**src/rtl/bcd_count_ctrl_pkg.sv**
```systemverilog
// Shared types and helpers for the BCD counter run controller.
package bcd_count_ctrl_pkg;

  typedef enum logic [1:0] {
    ST_IDLE  = 2'd0,
    ST_RUN   = 2'd1,
    ST_PAUSE = 2'd2,
    ST_DONE  = 2'd3
  } state_t;

  // Widest chain the digit checker handles; narrower vectors are zero-padded.
  localparam int MAX_DIGITS = 8;

  function automatic logic bcd_valid(input logic [4*MAX_DIGITS-1:0] vec);
    logic ok;
    ok = 1'b1;
    for (int d = 0; d < MAX_DIGITS; d++) begin
      if (vec[4*d +: 4] > 4'd9) ok = 1'b0;
    end
    return ok;
  endfunction

endpackage

```
**src/rtl/bcd_tick_gen.sv**
```systemverilog
// Count-tick prescaler: counts 0..DIV-1 while enabled, tick on the last count.
module bcd_tick_gen #(
  parameter int DIV   = 50000,
  parameter int DIV_W = 16
) (
  input  logic clk,
  input  logic rst,
  input  logic en,
  input  logic clr,
  output logic tick
);

  localparam logic [DIV_W-1:0] LAST = DIV_W'(DIV - 1);

  logic [DIV_W-1:0] cnt;

  always_ff @(posedge clk or posedge rst) begin
    if (rst)                cnt <= '0;
    else if (clr)           cnt <= '0;
    else if (en) begin
      if (cnt == LAST)      cnt <= '0;
      else                  cnt <= cnt + DIV_W'(1);
    end
  end

  assign tick = en && !clr && (cnt == LAST);

endmodule

```
**src/rtl/bcd_count_ctrl.sv**
```systemverilog
// Run controller for a cascaded BCD counter chain: prescaled count ticks,
// chain clear requests and stop-on-target compare.
module bcd_count_ctrl
  import bcd_count_ctrl_pkg::*;
#(
  parameter int DIV    = 50000,
  parameter int DIV_W  = 16,
  parameter int DIGITS = 3
) (
  input  logic                  Clk,
  input  logic                  Rst,
  input  logic                  Start,
  input  logic                  Stop,
  input  logic                  Clear,
  input  logic [4*DIGITS-1:0]   Target,
  input  logic [4*DIGITS-1:0]   Q_in,
  input  logic                  Cout_in,
  output logic                  Cin_out,
  output logic                  Cnt_clr,
  output logic                  Busy,
  output logic                  Done,
  output logic                  Ovf,
  output logic                  Target_err
);

  // state | meaning
  // IDLE  | waiting for Start with a valid target
  // RUN   | prescaler running, ticks feed the chain, compare armed after 1st cycle
  // PAUSE | prescaler frozen at its current count, no ticks
  // DONE  | chain reached the target, waiting for Start or Clear

  localparam int BCD_W = 4 * DIGITS;

  state_t                  state, state_nx;
  logic [BCD_W-1:0]        target_q;
  logic [4*MAX_DIGITS-1:0] target_ext;
  logic                    cmp_en, match, tgt_ok, arm;
  logic                    pre_en, pre_clr, tick;
  logic                    cin_d, clr_d, busy_d, done_d, ovf_d, terr_d;

  always_comb begin
    target_ext = '0;
    target_ext[BCD_W-1:0] = Target;
  end

  assign tgt_ok = bcd_valid(target_ext);
  assign arm    = !Clear && Start && tgt_ok && (state == ST_IDLE || state == ST_DONE);
  // Chain clear lands at the end of the first RUN cycle, so the compare waits one cycle.
  assign match  = (state == ST_RUN) && cmp_en && (Q_in == target_q);

  assign pre_en  = (state == ST_RUN) && !Clear && !Stop && !match;
  assign pre_clr = Clear || (state == ST_IDLE) || (state == ST_DONE);

  bcd_tick_gen #(
    .DIV   (DIV),
    .DIV_W (DIV_W)
  ) u_tick_gen (
    .clk  (Clk),
    .rst  (Rst),
    .en   (pre_en),
    .clr  (pre_clr),
    .tick (tick)
  );

  always_ff @(posedge Clk or posedge Rst) begin
    if (Rst) begin
      state      <= ST_IDLE;
      target_q   <= '0;
      cmp_en     <= 1'b0;
      Cin_out    <= 1'b0;
      Cnt_clr    <= 1'b0;
      Busy       <= 1'b0;
      Done       <= 1'b0;
      Ovf        <= 1'b0;
      Target_err <= 1'b0;
    end else begin
      state      <= state_nx;
      if (arm) target_q <= Target;
      cmp_en     <= (state == ST_RUN) || (state == ST_PAUSE);
      Cin_out    <= cin_d;
      Cnt_clr    <= clr_d;
      Busy       <= busy_d;
      Done       <= done_d;
      Ovf        <= ovf_d;
      Target_err <= terr_d;
    end
  end

  always_comb begin
    state_nx = state;
    if (Clear) begin
      state_nx = ST_IDLE;
    end else begin
      case (state)
        ST_IDLE, ST_DONE: if (arm) state_nx = ST_RUN;
        ST_RUN: begin
          if (Stop)       state_nx = ST_PAUSE;
          else if (match) state_nx = ST_DONE;
        end
        ST_PAUSE:         if (Start && !Stop) state_nx = ST_RUN;
        default:          state_nx = ST_IDLE;
      endcase
    end
  end

  always_comb begin
    cin_d  = tick;
    clr_d  = Clear || arm;
    busy_d = (state_nx == ST_RUN) || (state_nx == ST_PAUSE);
    done_d = (state_nx == ST_DONE);
    ovf_d  = Clear ? 1'b0 : (Ovf || (Cin_out && Cout_in));
    terr_d = !tgt_ok;
  end

endmodule

```
**config.mk**
```make
export PLATFORM = sky130hd
export DESIGN_NAME = bcd_count_ctrl
export DESIGN_NICKNAME = d
export VERILOG_FILES = /design/src/rtl/bcd_count_ctrl_pkg.sv /design/src/rtl/bcd_tick_gen.sv /design/src/rtl/bcd_count_ctrl.sv
export SDC_FILE = /design/constraint.sdc
export NUM_CORES = 1
export LEC_CHECK = 0
export CAP_MARGIN = 40
export CORE_UTILIZATION = 40
export DETAILED_ROUTE_END_ITERATION = 6
export HOLD_SLACK_MARGIN = 0.06
export PLACE_DENSITY_LB_ADDON = 0.25
export SYNTH_ARGS = -nofsm -noshare
export SYNTH_HDL_FRONTEND = slang
export SYNTH_SLANG_ARGS = --single-unit
```
**constraint.sdc**
```tcl
create_clock -name Clk -period 4 [get_ports Clk]
set_input_delay 0.8 -clock Clk [delete_from_list [all_inputs] [get_ports Clk]]
set_output_delay 0.8 -clock Clk [all_outputs]
set_load 0.05 [all_outputs]
```
## Yosys cells after proc, flatten, opt, wreduce, memory -nomap -nowiden

Cells that the tools add are included.

| cells by class | value |
|---|---|
| add/subtract/negate cells | 1 |
| magnitude comparators | 3 |
| equality and inequality tests | 8 |
| muxes and demuxes | 13 |
| reductions and logical operators | 27 |

Operator list:

| operator | number |
|---|---|
| 16-bit two-way mux | 3 |
| 16-bit by 1-bit adder with 16-bit output, second input constant | 1 |
| 16-bit == test, second input constant | 1 |
| 12-bit == test | 1 |
| 4-bit > comparator, second input constant | 3 |
| 1-bit logical AND | 12 |
| 2-bit two-way mux | 5 |
| 2-bit == test, second input constant | 4 |
| 1-bit logical OR | 7 |
| 2-bit case mux with 3 select lines | 1 |
| 1-bit zero test | 5 |
| 2-bit by 1-bit == test with 1-bit output, second input constant | 2 |
| 1-bit two-way mux | 4 |
| 2-bit zero test | 1 |
| 2-bit nonzero test | 1 |
| 2-bit OR reduction | 1 |

| word-level totals | value |
|---|---|
| register bits after elaboration | 37 |
| input bits | 30 |
| output and inout port bits | 6 |

## Logic depth before layout (Yosys ltp)

| depth | value |
|---|---|
| depth in word-level cells | 11 |
| gate-level depth with buffers | 9 |
| mapped depth without buffers | 7 |

## Cells and area by module

A second synthesis with hierarchy kept.

| unflattened totals | value |
|---|---|
| cell total of the unflattened synthesis | 201 |
| area, all modules | 2104.5 um^2 |

By module, submodules not included:

| module | times used | cells each | area each (um^2) | sequential area each (um^2) |
|---|---|---|---|---|
| bcd_tick_gen | 1 | 117 | 1068.5 | 400.4 |
| bcd_count_ctrl | 1 | 84 | 1036.0 | 525.5 |

## Worst setup path before layout

OpenSTA, ideal clock, no wires.

| path | value |
|---|---|
| path kind | input port to flip-flop |
| start point | input Target[6] |
| end point | register Busy |
| arrival time | 2326 ps |
| setup slack | 1548 ps |
| stages on the path | 7 |
| path buffers | 2 |
| cell sequence | o21ai_0 nand3_1 or4b_1 buf_6 buf_12 a311oi_2 ha_1 |

| on the way | value |
|---|---|
| cells in the longest elaborated chain, start to end | 10 |
| elaborated cells between the ends (all ways) | 11 |

RTL lines:

| element | RTL line | RTL |
|---|---|---|
| from (decl) | bcd_count_ctrl.sv:15 | `input logic [4*DIGITS-1:0] Target,` |
| 4-bit > comparator * | bcd_count_ctrl_pkg.sv:18 | `if (vec[4*d +: 4] > 4'd9) ok = 1'b0;` |
| 1-bit two-way mux * (2 in series) | bcd_count_ctrl_pkg.sv:18 |  |
| 1-bit logical AND * (2 in series) | bcd_count_ctrl.sv:47 | `assign arm = !Clear && Start && tgt_ok && (state == ST_IDLE \|\| state == ST_DONE);` |
| 2-bit two-way mux * | bcd_count_ctrl.sv:95 | `ST_IDLE, ST_DONE: if (arm) state_nx = ST_RUN;` |
| 2-bit case mux with 3 select lines * | bcd_count_ctrl.sv:94 | `case (state)` |
| 2-bit two-way mux * | bcd_count_ctrl.sv:91 | `if (Clear) begin` |
| named net state_nx[0] | bcd_count_ctrl.sv:34 | `state_t state, state_nx;` |
| 2-bit by 1-bit == test with 1-bit output or 2-bit == test (tied branches) | bcd_count_ctrl.sv:109 | `busy_d = (state_nx == ST_RUN) \|\| (state_nx == ST_PAUSE);` |
| 1-bit logical OR * | bcd_count_ctrl.sv:109 |  |
| named net busy_d | bcd_count_ctrl.sv:39 | `logic cin_d, clr_d, busy_d, done_d, ovf_d, terr_d;` |
| to (signal assigned) | bcd_count_ctrl.sv:82 | `Busy <= busy_d;` |
| to (decl) | bcd_count_ctrl.sv:20 | `output logic Busy,` |

Mark *: on every way through the listed nets, which the timed path passes. The rest lies on a longest branch.
A chain may end at the register's enable or synchronous reset.

## Worst setup path in the final report

| path | value |
|---|---|
| start point | input Target[1] |
| end point | register Busy |

| on the way | value |
|---|---|
| cells in the longest elaborated chain, start to end | 11 |
| elaborated cells between the ends (all ways) | 12 |

RTL lines:

| element | RTL line |
|---|---|
| 4-bit > comparator * | bcd_count_ctrl_pkg.sv:18 |
| 1-bit two-way mux * (3 in series) | bcd_count_ctrl_pkg.sv:18 |
| 1-bit logical AND * (2 in series) | bcd_count_ctrl.sv:47 |
| 2-bit two-way mux * | bcd_count_ctrl.sv:95 |
| 2-bit case mux with 3 select lines * | bcd_count_ctrl.sv:94 |
| 2-bit two-way mux * | bcd_count_ctrl.sv:91 |
| named net state_nx[0] | bcd_count_ctrl.sv:34 |
| 2-bit by 1-bit == test with 1-bit output or 2-bit == test (tied branches) | bcd_count_ctrl.sv:109 |
| 1-bit logical OR * | bcd_count_ctrl.sv:109 |
| named net busy_d | bcd_count_ctrl.sv:39 |

Marked as above.

==> out/metrics.cfg <==
[grt]
grt_usage=0.186
grt_pass1_vias=1671
grt_pass1_wl_microns=7840
overflow=0
grt_max_degree=38
antenna_found_initial=0

[power_and_ir_drop]
ir_drop_mv=0.299
p_leak_nw=0.987
power_density_nw_per_um2=460

[cts]
h-tree-depth=2
cts.clk_slew.worst_paths_ns=0.08
ctsResizeCount=0
cts_buffers=5
clock_latency_ns=0.29
ctsLongestPathBuffers=2
root_buffer=clkbuf_8
cts_tree=done
post_cts_buffers=0
cts_sinks=37
cts_hold_buf=0

[placed_design]
gp_congestion=0.797
placedCellCount=299
dpl_worst_slack_ns=1.07
dp_hpwl_microns=3220
io_buffer_count=35

[drt]
postRouteAntennaNets=0
drtIter0Drc=163
totalWireLength_microns=4570
drt-pass1-iter-count=4
route.vias.total=1710
wire_per_inst_microns=14.9
drc_errors=0
viasPerCell=5.57

[die]
row_count=26
core_sq_um=5070
die_h_microns=74.5
start_util=0.414
dieArea_sq_um=5550
die_w_microns=74.5
ios=36

[timing]
maxSlewViolCount=0
max_freq_ghz=0.382
slew_headroom=0.607
tightest_slew_ns=0.589
fin_crit_ns=2.61
setup_tns_ns=0
hold_viol=0
finClkSkew_ns=0.00522
rsz0062_at_grt=no
fin_crit_sh=0.654
setup_viol=0
setup_ws_ns=1.39

[logic_synthesis]
syn_inst=201
synth_edf_count=0
yosysMostFrequentCell=dfrtp_1
synth_nets=237
synth_cell_type_count=46
synth_area_leader_cell=dfrtp_1
synth_area_sq_um=2100
ys_seq_area_frac=0.440
yosys-top-cells-area=dfrtp_1 44%, mux2_4 5.0%, xnor2_1 5.0%
yosysWarningCount=0
synth_top_area_frac=0.440
synthArstFlopShare=1.00
netlist_top_cells_count=37 x dfrtp_1, 14 x nand3_1, 12 x xnor2_1
synth-main-ff-cell=dfrtp_1
ys_ff_latch=37
avgSynthCellArea_sq_um=10.5

[layout]
nNetsFinal=272
regArea_sq_um=926
area_delta_synth_final_pct=23.3
fillers=489
multi_input_area_sq_um=1070
layout-drive-gt1-share=0.122
diodes=0
stdcell_count=307

[critical_path]
worst_ep_required_time_ns=4.18
start_kind=input pin
critPathKind=input pin to flop
crit_arrival_ns=2.79
cp_max_fo=15
worstSetupEndpointType=flop

[outcome]
status=finished clean

[worst_hold_path]
hold_path_class=flop to flop

[flow_run]
cap_violations=0

-- worst max-delay path, stage by stage --
cell and delay (ns):
clkdlybuf4s50_1 0.44, o21ai_0 0.15, nand3_1 0.11, or4b_1 0.47, buf_4 0.22, a311oi_2 0.31, ha_1 0.28
-- metrics by stage --
step	util	total power, mW	hold slack [ns]	area [sq um]
2_1_floorplan	-	0.822	0.468	2100
3_3_place_gp	0.494	0.933	0.479	2500
3_5_place_dp	0.494	0.942	0.491	2500
4_1_cts	0.511	1.21	0.509	2590
5_1_grt	0.511	1.26	0.529	2590
6_report	0.511	1.19	0.504	2590
-- state kept, by name, indices dropped and copies added, names as in the netlist --
name	cells
Ovf	1
target_q	12
Cin_out	1
Done	1
Target_err	1
Busy	1
u_tick_gen.cnt	16
cmp_en	1
state	2
Cnt_clr	1
-- cell families after synthesis --
kind of cell | share of synthesized area
and+or+nand+nor | 0.179
AOI/OAI and AO/OA | 0.164
DFF | 0.440
adders and majority gates | 0.0357
xor gates and xnor gates | 0.0500
buffers and inverters | 0.0536
muxes | 0.0768
-- layer usage --
| metal | up-vias | share of wire | GRT usage |
|---|---|---|---|
| li1 | 832 | - | - |
| met1 | 817 | 0.45 | 0.238 |
| met2 | 56 | 0.48 | 0.313 |
| met3 | 5 | 0.065 | 0.0501 |
| met4 | 0 | 0.010 | 0.0440 |
| met5 | - | 0 | 0 |
-- worst paths after layout --
| kind | from | to | slack, ns | depth (start not counted) |
|---|---|---|---|---|
| worst min-delay path | Ovf | Ovf | 0.50 | 2 |
| worst max-delay path | Target[1] | Busy | 1.39 | 7 |
| worst max register to register | state[0] | Busy | 1.67 | 6 |
| min in group asynchronous | Rst | Cin_out | 0.92 | 3 |
| worst min register to register | Ovf | Ovf | 0.50 | 2 |
| max in group asynchronous | Rst | target_q[1] | 2.75 | 3 |
-- final cells by class --
| type | instances | area share |
|---|---|---|
| clock buffer | 5 | 0.0266 |
| tap | 70 | 0.0338 |
| timing repair buffer | 40 | 0.150 |
| multi-input combinational | 143 | 0.413 |
| inverter | 9 | 0.0130 |
| clock inverter | 3 | 0.00676 |
| sequential | 37 | 0.357 |
-- cells in the final DEF, fill, tap and decap left out, types with 2 or more instances in the layout --
| master | Yosys | layout |
|---|---|---|
| nand3_1 | 14 | 14 |
| mux2_4 | 7 | 7 |
| nor4bb_1 | 2 | 2 |
| nor3_1 | 5 | 5 |
| mux2_2 | 5 | 5 |
| buf_4 | 1 | 5 |
| inv_1 | 9 | 9 |
| nor3b_1 | 2 | 2 |
| nand4_1 | 6 | 6 |
| o31ai_1 | 5 | 5 |
| or4_1 | 5 | 5 |
| xnor2_1 | 12 | 12 |
| a21oi_1 | 7 | 7 |
| nand2b_1 | 3 | 3 |
| clkbuf_8 | 0 | 5 |
| clkdlybuf4s50_1 | 0 | 35 |
| o21ai_1 | 2 | 2 |
| nor4_1 | 3 | 2 |
| o311ai_0 | 5 | 5 |
| o41ai_1 | 5 | 5 |
| nand2_1 | 7 | 7 |
| clkinv_2 | 0 | 2 |
| a31oi_1 | 2 | 2 |
| a21o_1 | 2 | 2 |
| o211ai_1 | 6 | 6 |
| o21ai_0 | 7 | 7 |
| ha_1 | 6 | 6 |
| dfrtp_1 | 37 | 37 |
| nor2_1 | 9 | 9 |
-- report_power, final --
part | leakage (nW) | switching (mW) | total, mW | internal [mW]
logic | 0.460 | 0.206 | 0.418 | 0.212
registers | 0.484 | 0.0591 | 0.514 | 0.455
clock network | 0.0439 | 0.139 | 0.259 | 0.120
total | 0.987 | 0.405 | 1.19 | 0.787
Power figures use the tool's default switching activity.
